`config.mk`:
```
export PLATFORM = sky130hd
export DESIGN_NAME = mag_stats
export DESIGN_NICKNAME = d
export VERILOG_FILES = /design/src/rtl/mag_stats.sv
export SDC_FILE = /design/constraint.sdc
export NUM_CORES = 1
export LEC_CHECK = 0
export BUFFER_PORTS_ARGS = -buffer_cell sky130_fd_sc_hd__clkbuf_2
export CORE_ASPECT_RATIO = 0.9
export CORE_MARGIN = 5
export CORE_UTILIZATION = 30
export DETAILED_ROUTE_END_ITERATION = 8
export SLEW_MARGIN = 20
export SYNTH_ARGS = -nofsm -noshare
export SYNTH_HDL_FRONTEND = slang
export SYNTH_SLANG_ARGS = --single-unit
```
`constraint.sdc`:
```
create_clock -name clk -period 2 [get_ports clk]
set_clock_uncertainty 0.2 [all_clocks]
set_input_delay 0.2 -clock clk [delete_from_list [all_inputs] [get_ports clk]]
set_output_delay 0.2 -clock clk [all_outputs]
set_load 0.1 [all_outputs]
```
`src/rtl/mag_stats.sv`:
```
// mag_stats: windowed average / peak of 8-bit magnitude samples plus a
// hysteresis threshold alarm with a saturating event counter.
// Optional feature macro: MAG_STATS_PEAK_EN builds the peak tracker; when it
// is undefined no peak storage exists and peak is tied to zero.
// All outputs come straight from flops.
module mag_stats #(
  parameter int unsigned WIN_LOG2  = 3,
  parameter logic [7:0]  THRESH_HI = 8'd200,
  parameter logic [7:0]  THRESH_LO = 8'd150
) (
  input  logic       clk,
  input  logic       rst_n,
  input  logic       in_valid,
  input  logic [7:0] in_mag,
  input  logic       clear,
  output logic       out_valid,
  output logic [7:0] avg,
  output logic [7:0] peak,
  output logic       alarm,
  output logic [7:0] event_cnt
);

  localparam int unsigned ACC_W = 8 + WIN_LOG2;
  localparam logic [WIN_LOG2-1:0] CNT_ONE = WIN_LOG2'(1);

  typedef enum logic {
    IDLE  = 1'b0,
    ALARM = 1'b1
  } state_t;

  logic                accept;
  logic                last;
  logic [ACC_W-1:0]    acc_sum;

  logic [WIN_LOG2-1:0] cnt_q,       cnt_d;
  logic [ACC_W-1:0]    acc_q,       acc_d;
  logic [7:0]          avg_q,       avg_d;
  logic                out_valid_q, out_valid_d;
  state_t              state_q,     state_d;
  logic [7:0]          event_cnt_q, event_cnt_d;

  // A sample is taken only when valid and not being cleared.
  always_comb begin
    accept  = in_valid & ~clear;
    last    = (cnt_q == '1);
    acc_sum = acc_q + {{WIN_LOG2{1'b0}}, in_mag};
  end

  // Window counter, accumulator and average update.
  always_comb begin
    cnt_d       = cnt_q;
    acc_d       = acc_q;
    avg_d       = avg_q;
    out_valid_d = 1'b0;
    if (clear) begin
      cnt_d = '0;
      acc_d = '0;
      avg_d = '0;
    end else if (accept) begin
      cnt_d = cnt_q + CNT_ONE;
      if (last) begin
        avg_d       = acc_sum[WIN_LOG2 +: 8];
        acc_d       = '0;
        out_valid_d = 1'b1;
      end else begin
        acc_d = acc_sum;
      end
    end
  end

  // Hysteresis alarm next-state and rising-edge event counting.
  always_comb begin
    state_d     = state_q;
    event_cnt_d = event_cnt_q;
    if (clear) begin
      state_d     = IDLE;
      event_cnt_d = '0;
    end else if (accept) begin
      case (state_q)
        IDLE: begin
          if (in_mag >= THRESH_HI) begin
            state_d = ALARM;
            if (event_cnt_q != '1) begin
              event_cnt_d = event_cnt_q + 8'd1;
            end
          end
        end
        ALARM: begin
          if (in_mag <= THRESH_LO) begin
            state_d = IDLE;
          end
        end
        default: state_d = IDLE;
      endcase
    end
  end

  // Statistics and alarm state registers.
  always_ff @(posedge clk or negedge rst_n) begin
    if (!rst_n) begin
      cnt_q       <= '0;
      acc_q       <= '0;
      avg_q       <= '0;
      out_valid_q <= 1'b0;
      state_q     <= IDLE;
      event_cnt_q <= '0;
    end else begin
      cnt_q       <= cnt_d;
      acc_q       <= acc_d;
      avg_q       <= avg_d;
      out_valid_q <= out_valid_d;
      state_q     <= state_d;
      event_cnt_q <= event_cnt_d;
    end
  end

`ifdef MAG_STATS_PEAK_EN
  logic [7:0] run_max_q, run_max_d;
  logic [7:0] peak_q,    peak_d;
  logic [7:0] max_now;

  // Running maximum; handed to peak and restarted on the last sample.
  always_comb begin
    max_now   = (in_mag > run_max_q) ? in_mag : run_max_q;
    run_max_d = run_max_q;
    peak_d    = peak_q;
    if (clear) begin
      run_max_d = '0;
      peak_d    = '0;
    end else if (accept) begin
      if (last) begin
        peak_d    = max_now;
        run_max_d = '0;
      end else begin
        run_max_d = max_now;
      end
    end
  end

  // Peak tracker registers.
  always_ff @(posedge clk or negedge rst_n) begin
    if (!rst_n) begin
      run_max_q <= '0;
      peak_q    <= '0;
    end else begin
      run_max_q <= run_max_d;
      peak_q    <= peak_d;
    end
  end

  assign peak = peak_q;
`else
  assign peak = '0;
`endif

  assign out_valid = out_valid_q;
  assign avg       = avg_q;
  assign alarm     = (state_q == ALARM);
  assign event_cnt = event_cnt_q;

endmodule

```
# ---- After elaboration in Yosys (flattened, before gate mapping)
# Cells that the tools add are included.
dict set report word_totals {
  ram_bits 0
  input_bits 12
  n_memories 0
  output_inout_bits 26
  latch_bits 0
  mem_bits_ro 0
  register_bits 32
}
dict set report classes {
  add_sub_neg 3
  order_cmp 2
  bitwise_logic 3
  div 0
  shift 0
  n_mul 0
  reduce_logical 6
  eq_ne 3
  muxes 21
}
# cell n
set op_table {}
lappend op_table {{8-bit 2-to-1 mux} 8}
lappend op_table {{11-bit 2-to-1 mux} 3}
lappend op_table {{11-bit by 8-bit adder with 11-bit output} 1}
lappend op_table {{8-bit by 1-bit adder with 8-bit output (second input constant)} 1}
lappend op_table {{8-bit greater-or-equal comparator (second input constant)} 1}
lappend op_table {{8-bit <= comparator (second input constant)} 1}
lappend op_table {{8-bit != test (second input constant)} 1}
lappend op_table {{2-bit nonzero test} 4}
lappend op_table {{1-bit 2-to-1 mux} 7}
lappend op_table {{3-bit 2-to-1 mux} 2}
lappend op_table {{4-bit AND reduction} 1}
lappend op_table {{3-bit by 1-bit adder with 3-bit output (second input constant)} 1}
lappend op_table {{3-bit equality test (second input constant)} 1}
lappend op_table {{2-bit != test (second input constant)} 1}
lappend op_table {{1-bit inverter} 2}
lappend op_table {{1-bit one-hot mux with 2 select lines} 1}
lappend op_table {{2-bit AND reduction} 1}
lappend op_table {{1-bit bitwise AND} 1}

# ---- Depth between registers and ports, before layout
dict set report logic_depth {
  word_depth 6
  ltp_mapped 7
  ltp_nobuf 6
}

# ---- Least setup slack after synthesis
# Ideal clock, no wire load.
dict set report synth_timing {
  kind {register -> register}
  from {reg state_q (netlist: alarm)}
  to {reg event_cnt_q[7] (netlist: event_cnt[7])}
  t_arrival_ns 2.101
  n_path_buf 1
  synth_period_minus_slack_ns 2.429
  slack_ns -0.429
  stages_incl_launch_ff 6
  path_cell_list {dfrtp_1 -> nand4b_1 -> or2_1 -> buf_2 -> nor4_1 -> mux2_1}
}
dict set report synth_via {
  elab_chain_len 2
}
# item line
set synth_rtl {}
lappend synth_rtl {{start: declaration} 39} ;# state_t state_q, state_d;
lappend synth_rtl {{start signal: assignment} 112} ;# state_q <= state_d;
lappend synth_rtl {{2-bit != test (no line)} --}
lappend synth_rtl {{4-bit AND reduction (no line)} --}
lappend synth_rtl {{end signal: assignment} 113} ;# event_cnt_q <= event_cnt_d;
lappend synth_rtl {{end: declaration} 40} ;# logic [7:0] event_cnt_q, event_cnt_d;
# No other way between the ends.
# A chain may end at the register's enable or synchronous reset.

# ---- Worst setup path after layout
dict set report layout_timing {
  from {reg acc_q[0]}
  to {reg avg_q[7] (netlist: avg[7])}
}
dict set report layout_via {
  elab_chain_len 4
}
# item line
set layout_rtl {}
lappend layout_rtl {{start: declaration} 36} ;# logic [ACC_W-1:0] acc_q, acc_d;
lappend layout_rtl {{start signal: assignment} 102} ;# acc_q <= '0;
lappend layout_rtl {{start signal: assignment} 109} ;# acc_q <= acc_d;
lappend layout_rtl {{11-bit by 8-bit adder with 11-bit output} 46} ;# acc_sum = acc_q + {{WIN_LOG2{1'b0}}, in_mag};
lappend layout_rtl {{8-bit 2-to-1 mux} 61} ;# if (last) begin
lappend layout_rtl {{8-bit 2-to-1 mux} 59} ;# end else if (accept) begin
lappend layout_rtl {{8-bit 2-to-1 mux} 55} ;# if (clear) begin
lappend layout_rtl {{end signal: assignment} 110} ;# avg_q <= avg_d;
lappend layout_rtl {{end: declaration} 37} ;# logic [7:0] avg_q, avg_d;
# No other way between the ends. The select of a mux whose other input is x is not followed.

==> results.sh <==
export IMPL_status="complete, but fails checks"
export IMPL_violations="negative setup slack"
export IMPL_critical_path_max_fanout=6
export IMPL_syn_avg_cell_area_um2=9.32
export IMPL_synthArstFlopShare_pct=100
export IMPL_grt_max_degree=20
export IMPL_clk_pin_slew_ps=70
export IMPL_synth_top_flop_cell="dfrtp_1"
export IMPL_drt_initial_drc_count=81
export IMPL_cts_tree="yes"
export IMPL_p_comb_share_pct=31.4
export IMPL_rows=28
export IMPL_ys_seq_area_share_pct=40.0
export IMPL_fin_nets=302
export IMPL_fp_dieArea_mm2=0.00841
export IMPL_fmax_ghz=0.458
export IMPL_first_pass_iters=4
export IMPL_synth_edf_count=0
export IMPL_setup_viol=10
export IMPL_grt_pass1_wl_um=8780
export IMPL_slew_viol_final=0
export IMPL_pwr_share_seq_pct=38.6
export IMPL_whs_path_depth=4
export IMPL_die_y_um=87.5
export IMPL_htree_levels=2
export IMPL_routed_wl_um=5380
export IMPL_port_buffers=29
export IMPL_ys_types=47
export IMPL_drive_gt1_share_pct=38.7
export IMPL_clkSinkCount=32
export IMPL_power_density_mw_per_mm2=660
export IMPL_cts_buffers=5
export IMPL_min_period_over_period_pct=109
export IMPL_grt_antenna_before_repair=0
export IMPL_grt_ovfl_total=0
export IMPL_cp_end_kind="flip-flop"
export IMPL_initial_utilization_pct=30.6
export IMPL_peakVddDrop_v=0.000276
export IMPL_p_int_uw=1200
export IMPL_cp_arrival_ps=2160
export IMPL_netlist_area_mm2=0.00200
export IMPL_maxCapViolations=0
export IMPL_place_ws_ps=-204
export IMPL_vias_per_cell=5.07
export IMPL_setup_ws_ps=-184
export IMPL_layout_commonest_cell="buf_4"
export IMPL_worst_setup_path_start_kind="flip-flop"
export IMPL_ff2ff_path_depth=6
export IMPL_final_cell_mix="32 x buf_4, 29 x clkbuf_2, 22 x dfrtp_1, 16 x nor2_1, 14 x a21oi_1"
export IMPL_final_core_util_pct=42.2
export IMPL_place_congestion=0.785
export IMPL_area_delta_synth_final_pct=38.2
export IMPL_hpwl_um=3960
export IMPL_n_antenna_cell=0
export IMPL_worst_endpoint_required_ps=1980
export IMPL_hold_viol=0
export IMPL_sw_frac_of_total_pct=34.5
export IMPL_rsz0062_at_grt="true"
export IMPL_p_leak_uw=0.00124
export IMPL_antenna_left=0
export IMPL_io_pins=38
export IMPL_relSlewSlack_pct=63.8
export IMPL_drc=0
export IMPL_criticalPathCategory="flip-flop to flip-flop"
export IMPL_yosysWarnings=0
export IMPL_fillers=662
export IMPL_vias=1872
export IMPL_synth_cells=215
export IMPL_core_mm2=0.00655
export IMPL_tns_ps=-926
export IMPL_insertion_delay_ps=290
export IMPL_wl_per_cell_um=14.6
export IMPL_root_buffer="clkbuf_8"
export IMPL_finalCriticalPeriod_ps=2180
export IMPL_clock_path_buffers=2
export IMPL_ys_ff_latch=32
export IMPL_hold_path_class="input pin to flip-flop"
export IMPL_worst_slew_pin_slew_ps=546
export IMPL_grt_pass1_vias=1844
export IMPL_grtUsageTotal_pct=13.4
export IMPL_fp_dieW_um=96.1
export IMPL_switchingPower_uw=629
export IMPL_clkPwrFrac_pct=30.0
-- routing by layer --
metal	GRT usage [%]	wire length, um
met3	2.94	259
met1	18.2	2500
met4	5.43	91
met5	0	0
met2	20.6	2530
-- worst max-delay path, stage by stage (launching register included) --
cell	delay [ps]
dfrtp_1	410
ha_4	170
fa_2	360
a211oi_2	220
o211ai_1	230
a211o_1	340
and3_1	140
-- power groups by stage --
stage	clock [uW]	combinational [uW]	sequential [uW]
after floorplan	0	310	726
after global placement	0	474	714
after detailed placement	0	475	715
after CTS	565	510	703
after global routing	590	622	709
final	548	573	705
-- registers in the layout (all words and copies together) (netlist names) --
signal,count
avg,8
event_cnt,8
alarm,1
out_valid,1
acc_q,11
cnt_q,3
-- through the flow --
step                      hold slack, ps  cell area [um^2]  power [uW]  std cells
final                                181              2770        1830        369
after global routing                 189              2770        1920        369
after CTS                            164              2650        1780        366
after detailed placement           -7.19              2480        1190        354
after global placement             -4.49              2480        1190        354
after floorplan                     -296              2100        1040        222
-- cell usage after synthesis, types with 2 or more instances --
cell      instances  area, um^2
nor2_1           17        63.8
buf_1             2        7.51
nand2b_1          4        25.0
a22o_1            8        70.1
dfrtp_1          32         801
a31oi_1           2        12.5
nand3b_1          6        45.0
or4_1             3        22.5
a211o_1           2        17.5
nor2b_1           8        50.1
buf_4             8        60.1
inv_1             4        15.0
nand2_1          12        45.0
o21ai_0           6        30.0
and3_1            3        18.8
nor3_1            9        45.0
a21o_1            2        15.0
a211oi_1          5        37.5
nand4_1           3        18.8
mux2_1            3        33.8
nor4_1            5        31.3
o311ai_0          2        17.5
o211ai_1          5        37.5
clkbuf_1          5        18.8
mux2i_1           2        20.0
xnor2_1           5        43.8
a21oi_1          16        80.1
nand3_1           7        35.0
ha_1             11         138
-- worst paths after layout --
kind                                 from        end  slack, ps
worst max-delay path             acc_q[0]     avg[7]       -180
worst min-delay path            in_mag[7]      alarm        180
worst max register to register   acc_q[0]     avg[7]       -180
worst min register to register   acc_q[3]   acc_q[3]        320
max in group asynchronous           rst_n   acc_q[3]        870
min in group asynchronous           rst_n  acc_q[10]        210
-- what timing repair did --
item,4_1_cts,5_1_grt
pin swaps,10,21
resized for setup,9,17
setup buffers,3,4
hold buffers,1,0
hold endpoints to repair,17,0
setup endpoints to repair,13,17
-- cell families (layout without fill, tap and decap cells) --
group / count (synthesis) / in the layout / synth area share, %
buf+inv: 20 / 77 / 5.31
flops: 32 / 32 / 40.0
compound gates: 57 / 57 / 19.7
other cells: 1 / 8 / 0.187
fa+ha+maj: 12 / 12 / 7.87
simple gates: 82 / 82 / 21.7
xor+xnor: 6 / 6 / 2.62
mux: 5 / 5 / 2.69
-- layout make-up --
| type | count | area (um^2) | area share [%] |
|---|---|---|---|
| Clock buffer | 6 | 82.6 | 2.98 |
| Inverter | 4 | 15.0 | 0.542 |
| Clock inverter | 2 | 15.0 | 0.542 |
| Multi-Input combinational cell | 170 | 1290 | 46.7 |
| Sequential cell | 32 | 821 | 29.7 |
| Timing Repair Buffer | 65 | 429 | 15.5 |
| Tap cell | 90 | 113 | 4.07 |
(Power assumes the default switching activity.)
